$ cat src/rtl/mxv_pkg.sv
// Shared byte width, frame delimiters, command codes and parser state encoding
// for the UART-to-matrix-core receive path.
package mxv_pkg;

  localparam int unsigned DW = 8;

  localparam logic [DW-1:0] SOF_BYTE = 8'hFE;
  localparam logic [DW-1:0] EOF_BYTE = 8'hEF;

  typedef enum logic [2:0] {
    CMD_SET_N    = 3'd1,
    CMD_RESEND   = 3'd2,
    CMD_START    = 3'd3,
    CMD_LOAD_MAT = 3'd4,
    CMD_LOAD_VEC = 3'd5
  } cmd_e;

  typedef enum logic [2:0] {
    ST_IDLE,
    ST_LEN,
    ST_CMD,
    ST_DATA,
    ST_EOF,
    ST_ISSUE,
    ST_DRAIN
  } parser_state_e;

  function automatic logic cmd_legal(input logic [DW-1:0] b);
    return (b >= DW'(CMD_SET_N)) && (b <= DW'(CMD_LOAD_VEC));
  endfunction

endpackage

$ cat src/rtl/mxv_payload_buf.sv
// Payload holding buffer: registered write port, combinational read port,
// synchronous whole-buffer clear.
module mxv_payload_buf #(
  parameter int unsigned DW    = 8,
  parameter int unsigned DEPTH = 16,
  parameter int unsigned AW    = 4
) (
  input  logic          clk,
  input  logic          rst,
  input  logic          clr,
  input  logic          wr_en,
  input  logic [AW-1:0] wr_ptr,
  input  logic [DW-1:0] wr_data,
  input  logic [AW-1:0] rd_ptr,
  output logic [DW-1:0] rd_data
);

  logic [DW-1:0] mem [DEPTH];

  always_ff @(posedge clk or negedge rst) begin
    if (!rst) begin
      for (int unsigned i = 0; i < DEPTH; i++) mem[i] <= '0;
    end else if (clr) begin
      for (int unsigned i = 0; i < DEPTH; i++) mem[i] <= '0;
    end else if (wr_en) begin
      mem[wr_ptr] <= wr_data;
    end
  end

  assign rd_data = mem[rd_ptr];

endmodule

$ cat src/rtl/mxv_rx_frame_parser.sv
// Validates FE|LEN|CMD|PAYLOAD|EF frames byte by byte, then releases a command
// pulse followed by the buffered payload; bad frames are dropped and flagged.
module mxv_rx_frame_parser
  import mxv_pkg::*;
#(
  parameter int unsigned MAX_PAYLOAD = 16,
  parameter int unsigned TIMEOUT_CYC = 20000
) (
  input  logic          clk,
  input  logic          rst,
  input  logic          rx_valid,
  input  logic [DW-1:0] rx_data,
  input  logic          fifo_full,
  output logic          cmd_valid,
  output logic [2:0]    cmd_code,
  output logic          data_valid,
  output logic [DW-1:0] data_out,
  output logic          frame_err,
  output logic          busy
);

  localparam int unsigned   PW      = $clog2(MAX_PAYLOAD + 1);
  localparam int unsigned   AW      = (MAX_PAYLOAD > 1) ? $clog2(MAX_PAYLOAD) : 1;
  localparam int unsigned   TW      = $clog2(TIMEOUT_CYC + 1);
  localparam logic [DW-1:0] LEN_MAX = DW'(MAX_PAYLOAD + 1);

  parser_state_e state;
  logic [PW-1:0] remaining;
  logic [PW-1:0] wr_ptr;
  logic [PW-1:0] rd_ptr;
  logic [TW-1:0] tmo_cnt;
  logic [2:0]    cmd_lat;
  logic          buf_wr_en;
  logic          buf_clr;
  logic [DW-1:0] buf_rd_data;

  assign buf_wr_en = (state == ST_DATA) && rx_valid;
  assign buf_clr   = (state == ST_EOF) && rx_valid && (rx_data != EOF_BYTE);
  assign busy      = (state != ST_IDLE);

  mxv_payload_buf #(
    .DW    (DW),
    .DEPTH (MAX_PAYLOAD),
    .AW    (AW)
  ) u_buf (
    .clk     (clk),
    .rst     (rst),
    .clr     (buf_clr),
    .wr_en   (buf_wr_en),
    .wr_ptr  (wr_ptr[AW-1:0]),
    .wr_data (rx_data),
    .rd_ptr  (rd_ptr[AW-1:0]),
    .rd_data (buf_rd_data)
  );

  always_ff @(posedge clk or negedge rst) begin
    if (!rst) begin
      state      <= ST_IDLE;
      remaining  <= '0;
      wr_ptr     <= '0;
      rd_ptr     <= '0;
      tmo_cnt    <= '0;
      cmd_lat    <= '0;
      cmd_valid  <= 1'b0;
      cmd_code   <= '0;
      data_valid <= 1'b0;
      data_out   <= '0;
      frame_err  <= 1'b0;
    end else begin
      cmd_valid  <= 1'b0;
      data_valid <= 1'b0;
      frame_err  <= 1'b0;
      case (state)
        ST_IDLE: begin
          tmo_cnt <= '0;
          if (rx_valid && (rx_data == SOF_BYTE)) state <= ST_LEN;
        end

        ST_LEN, ST_CMD, ST_DATA, ST_EOF: begin
          if (rx_valid) begin
            tmo_cnt <= '0;
            case (state)
              ST_LEN: begin
                if ((rx_data != '0) && (rx_data <= LEN_MAX)) begin
                  remaining <= PW'(rx_data - DW'(1));
                  state     <= ST_CMD;
                end else begin
                  frame_err <= 1'b1;
                  state     <= ST_IDLE;
                end
              end
              ST_CMD: begin
                if (cmd_legal(rx_data)) begin
                  cmd_lat <= rx_data[2:0];
                  state   <= (remaining != '0) ? ST_DATA : ST_EOF;
                end else begin
                  frame_err <= 1'b1;
                  state     <= ST_IDLE;
                end
              end
              ST_DATA: begin
                wr_ptr    <= wr_ptr + PW'(1);
                remaining <= remaining - PW'(1);
                if (remaining == PW'(1)) state <= ST_EOF;
              end
              ST_EOF: begin
                if (rx_data == EOF_BYTE) begin
                  cmd_valid <= 1'b1;
                  cmd_code  <= cmd_lat;
                  state     <= ST_ISSUE;
                end else begin
                  frame_err <= 1'b1;
                  wr_ptr    <= '0;
                  state     <= ST_IDLE;
                end
              end
              default: state <= ST_IDLE;
            endcase
          end else if (tmo_cnt == TW'(TIMEOUT_CYC - 1)) begin
            frame_err <= 1'b1;
            wr_ptr    <= '0;
            tmo_cnt   <= '0;
            state     <= ST_IDLE;
          end else begin
            tmo_cnt <= tmo_cnt + TW'(1);
          end
        end

        // ISSUE already pushes byte 0 so the first data_valid lands directly
        // after cmd_valid; DRAIN continues from rd_ptr with the same logic.
        ST_ISSUE, ST_DRAIN: begin
          if (rx_valid) frame_err <= 1'b1;
          if (wr_ptr == '0) begin
            state <= ST_IDLE;
          end else if (!fifo_full) begin
            data_valid <= 1'b1;
            data_out   <= buf_rd_data;
            if (rd_ptr + PW'(1) == wr_ptr) begin
              rd_ptr <= '0;
              wr_ptr <= '0;
              state  <= ST_IDLE;
            end else begin
              rd_ptr <= rd_ptr + PW'(1);
              state  <= ST_DRAIN;
            end
          end else begin
            state <= ST_DRAIN;
          end
        end

        default: state <= ST_IDLE;
      endcase
    end
  end

endmodule

$ cat config.mk
export PLATFORM = sky130hd
export DESIGN_NAME = mxv_rx_frame_parser
export DESIGN_NICKNAME = d
export VERILOG_FILES = /design/src/rtl/mxv_pkg.sv /design/src/rtl/mxv_payload_buf.sv /design/src/rtl/mxv_rx_frame_parser.sv
export SDC_FILE = /design/constraint.sdc
export NUM_CORES = 1
export LEC_CHECK = 0
export ABC_AREA = 1
export BUFFER_PORTS_ARGS = -buffer_cell sky130_fd_sc_hd__buf_2
export CAP_MARGIN = 15
export CORE_MARGIN = 2
export CORE_UTILIZATION = 65
export CTS_CLUSTER_SIZE = 30
export DETAILED_ROUTE_END_ITERATION = 7
export GPL_ROUTABILITY_DRIVEN = 0
export GPL_TIMING_DRIVEN = 0
export HOLD_SLACK_MARGIN = 0.02
export PLACE_DENSITY = 0.94
export SKIP_LAST_GASP = 1
export SYNTH_ARGS = -nofsm -noshare
export SYNTH_HDL_FRONTEND = slang
export SYNTH_SLANG_ARGS = --single-unit
$ cat constraint.sdc
create_clock -name clk -period 3.6 [get_ports clk]
set_input_delay 0.36 -clock clk [delete_from_list [all_inputs] [get_ports clk]]
set_output_delay 0.36 -clock clk [all_outputs]
set_load 0.05 [all_outputs]
---- Word level (Yosys, flattened, before mapping) ----
Cells that the tools add are included.
word-level totals
  register bits after elaboration ......... 178
  bits of input ports ..................... 12
  output and inout bits ................... 15
  logic and storage cells ................. 137
cells by class
  add/sub/neg operators ................... 5
  magnitude comparators ................... 6
  equal/unequal tests ..................... 21
  muxes and demuxes ....................... 50
  bitwise logic cells ..................... 4
  reductions and logical operators ........ 24
operators by type and width
  cell                   number
  $mux 128               2
  $bwmux 128             1
  $mux 5                 8
  $bmux 8 s4             1
  $demux 8 s4            1
  $mux 15                2
  $mux 3                 10
  $pmux 15 s2            1
  $pmux 5 s2             3
  $mux 8                 3
  $eq 8x8->1 const B     2
  $add 15x1->15 const B  1
  $eq 15x15->1 const B   1
  $mux 1                 13
  $ne 4x4->1 const B     3
  $pmux 3 s4             1
  $reduce_and 4->1       3
  $add 5x1->5 const B    2
  $ge 5x5->1 const B     2
  $ne 2x2->1 const B     5
  $not 4->5              2
  $sub 5x1->5 const B    2
  $eq 3x3->1 const B     3
  $pmux 3 s3             1
  25 further kinds       37

---- Longest topological paths before layout ----
Gate-level depths: netlist of the first run.
  depth in word-level cells ............... 8
  mapped depth ............................ 13

---- Cells and area by module ----
A second synthesis of the first run with hierarchy kept.
unflattened totals
  cell total of the unflattened synthesis .. 1143
  area total of the unflattened synthesis .. 9354.0 µm²
by module, submodules not included
  module               times used  cells each  area an instance (µm²)  sequential area each (µm²)
  mxv_payload_buf      1           741         6341.1                  3203.1
  mxv_rx_frame_parser  1           402         3012.9                  1251.2

---- Worst setup path before layout of the first run ----
No wires, ideal clock.
  kind .................................... input to register
  start ................................... in rx_data[0]
  end ..................................... reg remaining[1]
  setup time .............................. 0.083 ns
  arrival ................................. 1.982 ns
  path slack .............................. 1.535 ns
  cell stages on the path ................. 11
  path buffers ............................ 2
  path through ............................ inv_1 -> clkbuf_1 -> clkbuf_1 -> ha_1 -> nand2_1 -> nand3_1 -> nand3_1 -> nand3b_1 -> nand2_2 -> o21ai_0 -> o21ai_0
on the way
  cells in the longest elaborated chain, start to end .. 4
  elaborated cells on any way between the ends .. 8
ends and longest elaborated chain
  what                                             RTL line                    RTL
  start, declared                                  mxv_rx_frame_parser.sv:12   input logic [DW-1:0] rx_data,
  $le 8x5->1 or $reduce_bool 8->1 (tied branches)  mxv_rx_frame_parser.sv:84   if ((rx_data != '0) && (rx_data <= LEN_MAX)) begin
  $logic_and 1x1->1                                mxv_rx_frame_parser.sv:84
  $ne 2x2->1 (no source line)                      -
  $reduce_and 4->1 (no source line)                -
  end signal, assigned                             mxv_rx_frame_parser.sv:85   remaining <= PW'(rx_data - DW'(1));
  end signal, assigned                             mxv_rx_frame_parser.sv:103  remaining <= remaining - PW'(1);
  end, declared                                    mxv_rx_frame_parser.sv:28   logic [PW-1:0] remaining;
Several ways; a longest one is shown, not always the timed one. The select of a mux whose other input is x is not followed.
A chain may end at the register's enable or synchronous reset.

---- Worst setup path in the final report of the first run ----
Same ends and word-level chain as after synthesis.

==> results.cfg, run 1 <==
[placed_design]
preCtsSetupSlack_ps = 373
postPlaceCellArea_um2 = 9510
place_hpwl_mm = 18.8
place_inst = 1295
io_buffers = 25

[sta]
whs_ps = 256
skew_ps = 7.16
rsz0062_at_grt = false
timing.final.hold_violations = 0
setup-violations-final = 0
timing_worst_slew_pin_value_ps = 930
maxClockFrequency_ghz = 0.341
finalSetupTns_ps = 0
drv_slew = 0
final_period_minus_worst_setup_slack_ps = 2930
min_period_over_period = 0.813
slew_headroom = 0.380
final_critical_path_setup_slack_ps = 672

[pwr]
ir_drop_uv = 537
p_comb_frac = 0.392
total_switching_power_mw = 3.58
p_int_mw = 4.88
leakagePower_nw = 4.75
total_power_mw = 8.46
p_sw_frac = 0.423
power_frac_clock = 0.231
power_density_nw_per_um2 = 836
sequentialPowerShare = 0.377

[clock_tree]
total_cts_buffers = 17
clock_pin_slew_worst_setup_and_hold_paths_ps = 70
cts-htree-levels = 4
post_cts_buffers = 0
worst_skew_pair.late_latency_ps = 450
cts_tree = built
clock_tree_buf_depth = 2
clock_sink_count = 178
clk_root_buffer_cell = sky130_fd_sc_hd__clkbuf_16

[floorplanning]
placementRows = 43
floorplan.initialDensity = 0.662
fp.dieArea_um2 = 15000
floorplan.die.width_um = 122
design.portCount = 27
die_h_um = 122
design.core.area_um2 = 13800

[setup_path]
crit_path_max_fanout = 12
timing.critical_path.max_delay_family = buffers and inverters
timing.critical_path.slowest_stage_cell = sky130_fd_sc_hd__clkbuf_1
cp_cell_sequence = buf_2 -> inv_1 -> clkbuf_1 -> clkbuf_1 -> ha_1 -> nand2_1 -> nand3_1 -> nand3_1 -> nand3b_1 -> nand2_2 -> o21ai_0 -> o21ai_0
worst_ep_arrival_time_ps = 3290
critical_path_class = input pin to flop
cp-startpoint = rx_data[0]
critPathBufInv = 4
endpoint_class_of_the_critical_path = flop
crit-reg2reg-launch = rd_ptr[0]
crit_required_ps = 3960
crit_path_max_incr_delay_ps = 760
setup.worst_path.start_class = input pin

[detailed_routing]
totalWireLength_mm = 28.7
firstDrtPassIters = 8
route.antenna.remaining_nets = 0
post_drt_wl_per_cell_um = 21.6
initialDrtViolationCount = 1721
dr_vias = 9021
viasPerCell = 6.79
drc = 18

[final_layout]
antennaDiodeCount = 0
drive_gt1_frac = 0.103
nNetsFinal = 1161
final_common_cell = sky130_fd_sc_hd__dfrtp_1
layout.cell_area.non_filler_um2 = 10100
final_util = 0.735
finish.cell_count_without_fillers = 1328
area_growth_syn_to_layout_pct = 11.0
most-common-layout-cells = 178 x sky130_fd_sc_hd__dfrtp_1, 147 x sky130_fd_sc_hd__o21ai_0, 137 x sky130_fd_sc_hd__nand2_1, 120 x sky130_fd_sc_hd__inv_1, 112 x sky130_fd_sc_hd__a21oi_1

[global_routing]
gr-usage-all-layers = 0.397
antenna_found_initial = 0
grt_pass1_wl_mm = 44.7
grt_remaining_overflow = 0
grt_start_max_net_pins = 108
grt_pass1_vias = 8677

[yosys]
sequential_to_total_area_share_from_yosys_stat = 0.489
synth.avg_cell_area_um2 = 8.37
yosysWarningCount = 0
syn_area_um2 = 9120
syn-instance-count = 1089
syn_nets = 1115
most_used_dff_post_synth = sky130_fd_sc_hd__dfrtp_1
synth.lib_cells_used.distinct = 43
number_of_flip_flops_and_latches_in_the_synthesized_netlist = 178
synth_enable_flop_cells = 0
share_of_flip_flops_with_an_asynchronous_set_or_reset_after_synthesis = 1.00

[min_path]
worstHoldPathType = input pin to flop
holdCritStartpoint = rx_valid

[status]
violated_checks = DRC
status = finished with violations

[job]
max_cap_viol_count = 0
==> power by group through the flow <==
stage                     Combinational (mW)  Sequential (mW)  Clock, mW
after CTS                               3.15             3.15       1.93
after global placement                  2.93             3.14          0
final                                   3.32             3.19       1.95
after detailed placement                3.05             3.17          0
after floorplan                         2.10             3.19          0
after global routing                    3.58             3.24       2.01
==> Yosys cell counts, types with 3 or more instances <==
| cell type | instances | area share |
|---|---|---|
| sky130_fd_sc_hd__clkbuf_1 | 27 | 0.011 |
| sky130_fd_sc_hd__nor2_2 | 4 | 0.0027 |
| sky130_fd_sc_hd__buf_2 | 19 | 0.010 |
| sky130_fd_sc_hd__buf_1 | 6 | 0.0025 |
| sky130_fd_sc_hd__o21ai_2 | 4 | 0.0038 |
| sky130_fd_sc_hd__nand4_1 | 11 | 0.0075 |
| sky130_fd_sc_hd__nand2_1 | 137 | 0.056 |
| sky130_fd_sc_hd__buf_6 | 4 | 0.0049 |
| sky130_fd_sc_hd__a21oi_1 | 112 | 0.061 |
| sky130_fd_sc_hd__dfrtp_1 | 178 | 0.49 |
| sky130_fd_sc_hd__o211ai_1 | 27 | 0.022 |
| sky130_fd_sc_hd__o22ai_1 | 59 | 0.040 |
| sky130_fd_sc_hd__inv_1 | 120 | 0.049 |
| sky130_fd_sc_hd__a31oi_1 | 5 | 0.0034 |
| sky130_fd_sc_hd__xnor2_1 | 3 | 0.0029 |
| sky130_fd_sc_hd__ha_1 | 14 | 0.019 |
| sky130_fd_sc_hd__buf_4 | 4 | 0.0033 |
| sky130_fd_sc_hd__nor3_1 | 4 | 0.0022 |
| sky130_fd_sc_hd__nand3_1 | 64 | 0.035 |
| sky130_fd_sc_hd__nor2_4 | 4 | 0.0049 |
| sky130_fd_sc_hd__o21ai_0 | 147 | 0.081 |
| sky130_fd_sc_hd__xor2_1 | 10 | 0.0096 |
| sky130_fd_sc_hd__clkinv_1 | 6 | 0.0025 |
| sky130_fd_sc_hd__nor3_4 | 4 | 0.0071 |
| sky130_fd_sc_hd__nor2_1 | 90 | 0.037 |
==> path summary, 6_finish.rpt <==
path / slack (ps) / depth (start not counted) / to
setup / recovery: 670 / 12 / remaining[1]
hold / removal: 260 / 2 / tmo_cnt[4]
setup reg to reg: 1120 / 7 / data_out[5]
hold reg to reg: 470 / 2 / cmd_code[2]
max in group asynchronous: 2240 / 3 / u_buf.mem[114]
min in group asynchronous: 460 / 2 / data_valid
==> sequential cells by signal, summed over array words and instances (netlist names) <==
name        count
state           3
wr_ptr          5
u_buf.mem     128
cmd_valid       1
cmd_lat         3
data_valid      1
data_out        8
rd_ptr          5
tmo_cnt        15
remaining       5
cmd_code        3
frame_err       1
==> layout make-up <==
class / count / area, µm²
Clock buffer: 18 / 429
Multi-Input combinational cell: 722 / 3880
Tap cell: 180 / 225
Sequential cell: 178 / 4450
Inverter: 128 / 483
Buffer: 61 / 299
Clock inverter: 14 / 179
Timing Repair Buffer: 27 / 173
Fill cell: 946 / 3650
==> per-layer routing <==
| layer | GRT usage | routed length, µm | vias to the layer above |
|---|---|---|---|
| li1 | - | - | 3794 |
| met4 | 0.245 | 1980 | 0 |
| met1 | 0.503 | 9990 | 4121 |
| met5 | 0 | 0 | - |
| met3 | 0.125 | 4110 | 219 |
| met2 | 0.596 | 12600 | 887 |
==> cells by family (layout without fill, tap and decap cells) <==
family,Yosys count,after routing,share of synthesized area
buffers and inverters,189,248,0.0858
adders and majority gates,14,14,0.0192
AOI/OAI and AO/OA,367,367,0.228
and+or+nand+nor,328,328,0.166
DFF,178,178,0.489
xor gates and xnor gates,13,13,0.0125
==> repair_timing <==
item / in CTS / in global routing
hold buffers: 1 / 0
resized for setup: 0 / 0
endpoints found under the hold margin: 71 / 0
setup endpoints to repair: 0 / 0
==> worst reg2reg max path, cell delays in order, from the launching register on <==
cell	delay, ps
sky130_fd_sc_hd__dfrtp_1	390
sky130_fd_sc_hd__buf_2	250
sky130_fd_sc_hd__buf_2	290
sky130_fd_sc_hd__clkbuf_1	490
sky130_fd_sc_hd__o21ai_0	240
sky130_fd_sc_hd__o211ai_1	310
sky130_fd_sc_hd__nand3_1	240
sky130_fd_sc_hd__a31oi_1	180
Power figures use the tool's default switching activity.
==> run 2, diff against run 1 <==
--- a/config.mk
+++ b/config.mk
@@ -9,13 +9,13 @@
 export BUFFER_PORTS_ARGS = -buffer_cell sky130_fd_sc_hd__buf_2
 export CAP_MARGIN = 15
 export CORE_MARGIN = 2
-export CORE_UTILIZATION = 65
+export CORE_UTILIZATION = 63
 export CTS_CLUSTER_SIZE = 30
 export DETAILED_ROUTE_END_ITERATION = 7
 export GPL_ROUTABILITY_DRIVEN = 0
 export GPL_TIMING_DRIVEN = 0
 export HOLD_SLACK_MARGIN = 0.02
-export PLACE_DENSITY = 0.94
+export PLACE_DENSITY = 0.92
 export SKIP_LAST_GASP = 1
 export SYNTH_ARGS = -nofsm -noshare
 export SYNTH_HDL_FRONTEND = slang
==> constraint.sdc (replaced) <==
create_clock -name clk -period 2.9 [get_ports clk]
set_input_delay 0.29 -clock clk [delete_from_list [all_inputs] [get_ports clk]]
set_output_delay 0.29 -clock clk [all_outputs]
set_load 0.05 [all_outputs]
==> run 2 against run 1 <==
The flow still finishes with violations (DRC). Via count fell by 0.25%. Sequential power rose by 24%. Flip-flop and latch count did not move. Critical endpoint unchanged.
==> results.cfg, run 2 (synthesis results as in run 1) <==
[setup_path]
critical_path_class = input pin to flop
crit_path_max_incr_delay_ps = 700
crit_required_ps = 3260
timing.critical_path.max_delay_family = buffers and inverters
worst_ep_arrival_time_ps = 3050
crit_path_max_fanout = 12
endpoint_class_of_the_critical_path = flop
timing.critical_path.slowest_stage_cell = sky130_fd_sc_hd__clkbuf_1
critPathBufInv = 4
cp_cell_sequence = buf_2 -> inv_1 -> clkbuf_1 -> clkbuf_1 -> ha_1 -> nand2_1 -> nand3_1 -> nand3_1 -> nand3b_1 -> nand2_2 -> o21ai_0 -> o21ai_0
setup.worst_path.start_class = input pin

[clock_tree]
cts-htree-levels = 4
post_cts_buffers = 0
clock_sink_count = 178
clk_root_buffer_cell = sky130_fd_sc_hd__clkbuf_16
worst_skew_pair.late_latency_ps = 450
clock_pin_slew_worst_setup_and_hold_paths_ps = 70
total_cts_buffers = 17
clock_tree_buf_depth = 2
cts_tree = built

[final_layout]
reg.largest.list = u_buf.mem: 128 flops, tmo_cnt: 15 flops, data_out: 8 flops
max_flop_register = u_buf.mem
antennaDiodeCount = 0
nNetsFinal = 1161
most-common-layout-cells = 178 x sky130_fd_sc_hd__dfrtp_1, 147 x sky130_fd_sc_hd__o21ai_0, 137 x sky130_fd_sc_hd__nand2_1, 120 x sky130_fd_sc_hd__inv_1, 112 x sky130_fd_sc_hd__a21oi_1
final_common_cell = sky130_fd_sc_hd__dfrtp_1
fillCellCount = 973
finish.cell_count_without_fillers = 1328
layout.cell_area.non_filler_um2 = 10100
largest_register_ffs = 128
area_growth_syn_to_layout_pct = 11.3
drive_gt1_frac = 0.104

[detailed_routing]
firstDrtPassIters = 8
totalWireLength_mm = 28.1
initialDrtViolationCount = 1463
drc = 4
route.antenna.remaining_nets = 0
viasPerCell = 6.78
post_drt_wl_per_cell_um = 21.2
dr_vias = 8998

[global_routing]
grt_remaining_overflow = 0
grt_pass1_wl_mm = 44.9
gr-usage-all-layers = 0.368
grt_start_max_net_pins = 113
grt_pass1_vias = 8827
antenna_found_initial = 0

[floorplanning]
design.portCount = 27
floorplan.die.width_um = 124
design.core.area_um2 = 14000
floorplan.initialDensity = 0.652
placementRows = 43
fp.dieArea_um2 = 15500
die_h_um = 124

[sta]
timing.final.hold_violations = 0
drv_slew = 0
final_critical_path_setup_slack_ps = 212
skew_ps = 10.6
timing_worst_slew_pin_value_ps = 839
setup-violations-final = 0
rsz0062_at_grt = false
min_period_over_period = 0.927
maxClockFrequency_ghz = 0.372
slew_headroom = 0.441
final_period_minus_worst_setup_slack_ps = 2690
whs_ps = 181

[job]
max_cap_viol_count = 0

[pwr]
power_density_nw_per_um2 = 1030
ir_drop_uv = 653
leakagePower_nw = 4.77
total_power_mw = 10.4

[status]
status = finished with violations
violated_checks = DRC

[placed_design]
postPlaceCellArea_um2 = 9510
place_hpwl_mm = 18.9
place_inst = 1295
io_buffers = 25
preCtsSetupSlack_ps = -61.0

[min_path]
worstHoldPathType = input pin to flop
run 2: power by group:
group | internal [mW] | switching [mW] | total (mW)
Sequential | 3.44 | 0.507 | 3.95
Clock | 1.45 | 1.01 | 2.47
Combinational | 1.25 | 2.78 | 4.03
run 2: area by class of cell:
type	count	area, µm²	share of cell area
plain buffers	61	299	0.0295
clock buffers	21	480	0.0474
clock inverters	11	150	0.0148
inverters	128	483	0.0476
multi-input cells	722	3880	0.383
flip-flops and latches	178	4450	0.439
well taps	180	225	0.0222
repair buffers	27	173	0.0170
run 2: what timing repair did:
action,4_1_cts,5_1_grt
resized for setup,0,0
endpoints found under the hold margin,66,0
hold buffers,1,0
run 2: final timing paths:
check / from / to / slack (ps) / depth (start not counted)
max in group asynchronous: rst / data_out[0] / 1610 / 3
setup / recovery: rx_data[0] / remaining[1] / 210 / 12
setup reg to reg: rd_ptr[0] / data_out[3] / 520 / 7
hold reg to reg: cmd_code[1] / cmd_code[1] / 480 / 2
hold / removal: rx_valid / tmo_cnt[4] / 180 / 2
min in group asynchronous: rst / wr_ptr[2] / 360 / 2
run 2: routing by layer:
metal	GRT usage	up-vias	wire length (µm)	part of all wire
li1	-	3810	-	-
met1	0.446	4140	9910	0.35
met2	0.537	827	12100	0.43
met3	0.159	221	4120	0.15
met4	0.241	0	1970	0.070
met5	0	-	0	0
run 2: stage by stage:
step	utilization	setup TNS, ps
3_5_place_dp	0.680	-113
5_1_grt	0.725	0
4_1_cts	0.725	0
6_report	0.725	0
3_3_place_gp	0.677	-207260
2_1_floorplan	-	0
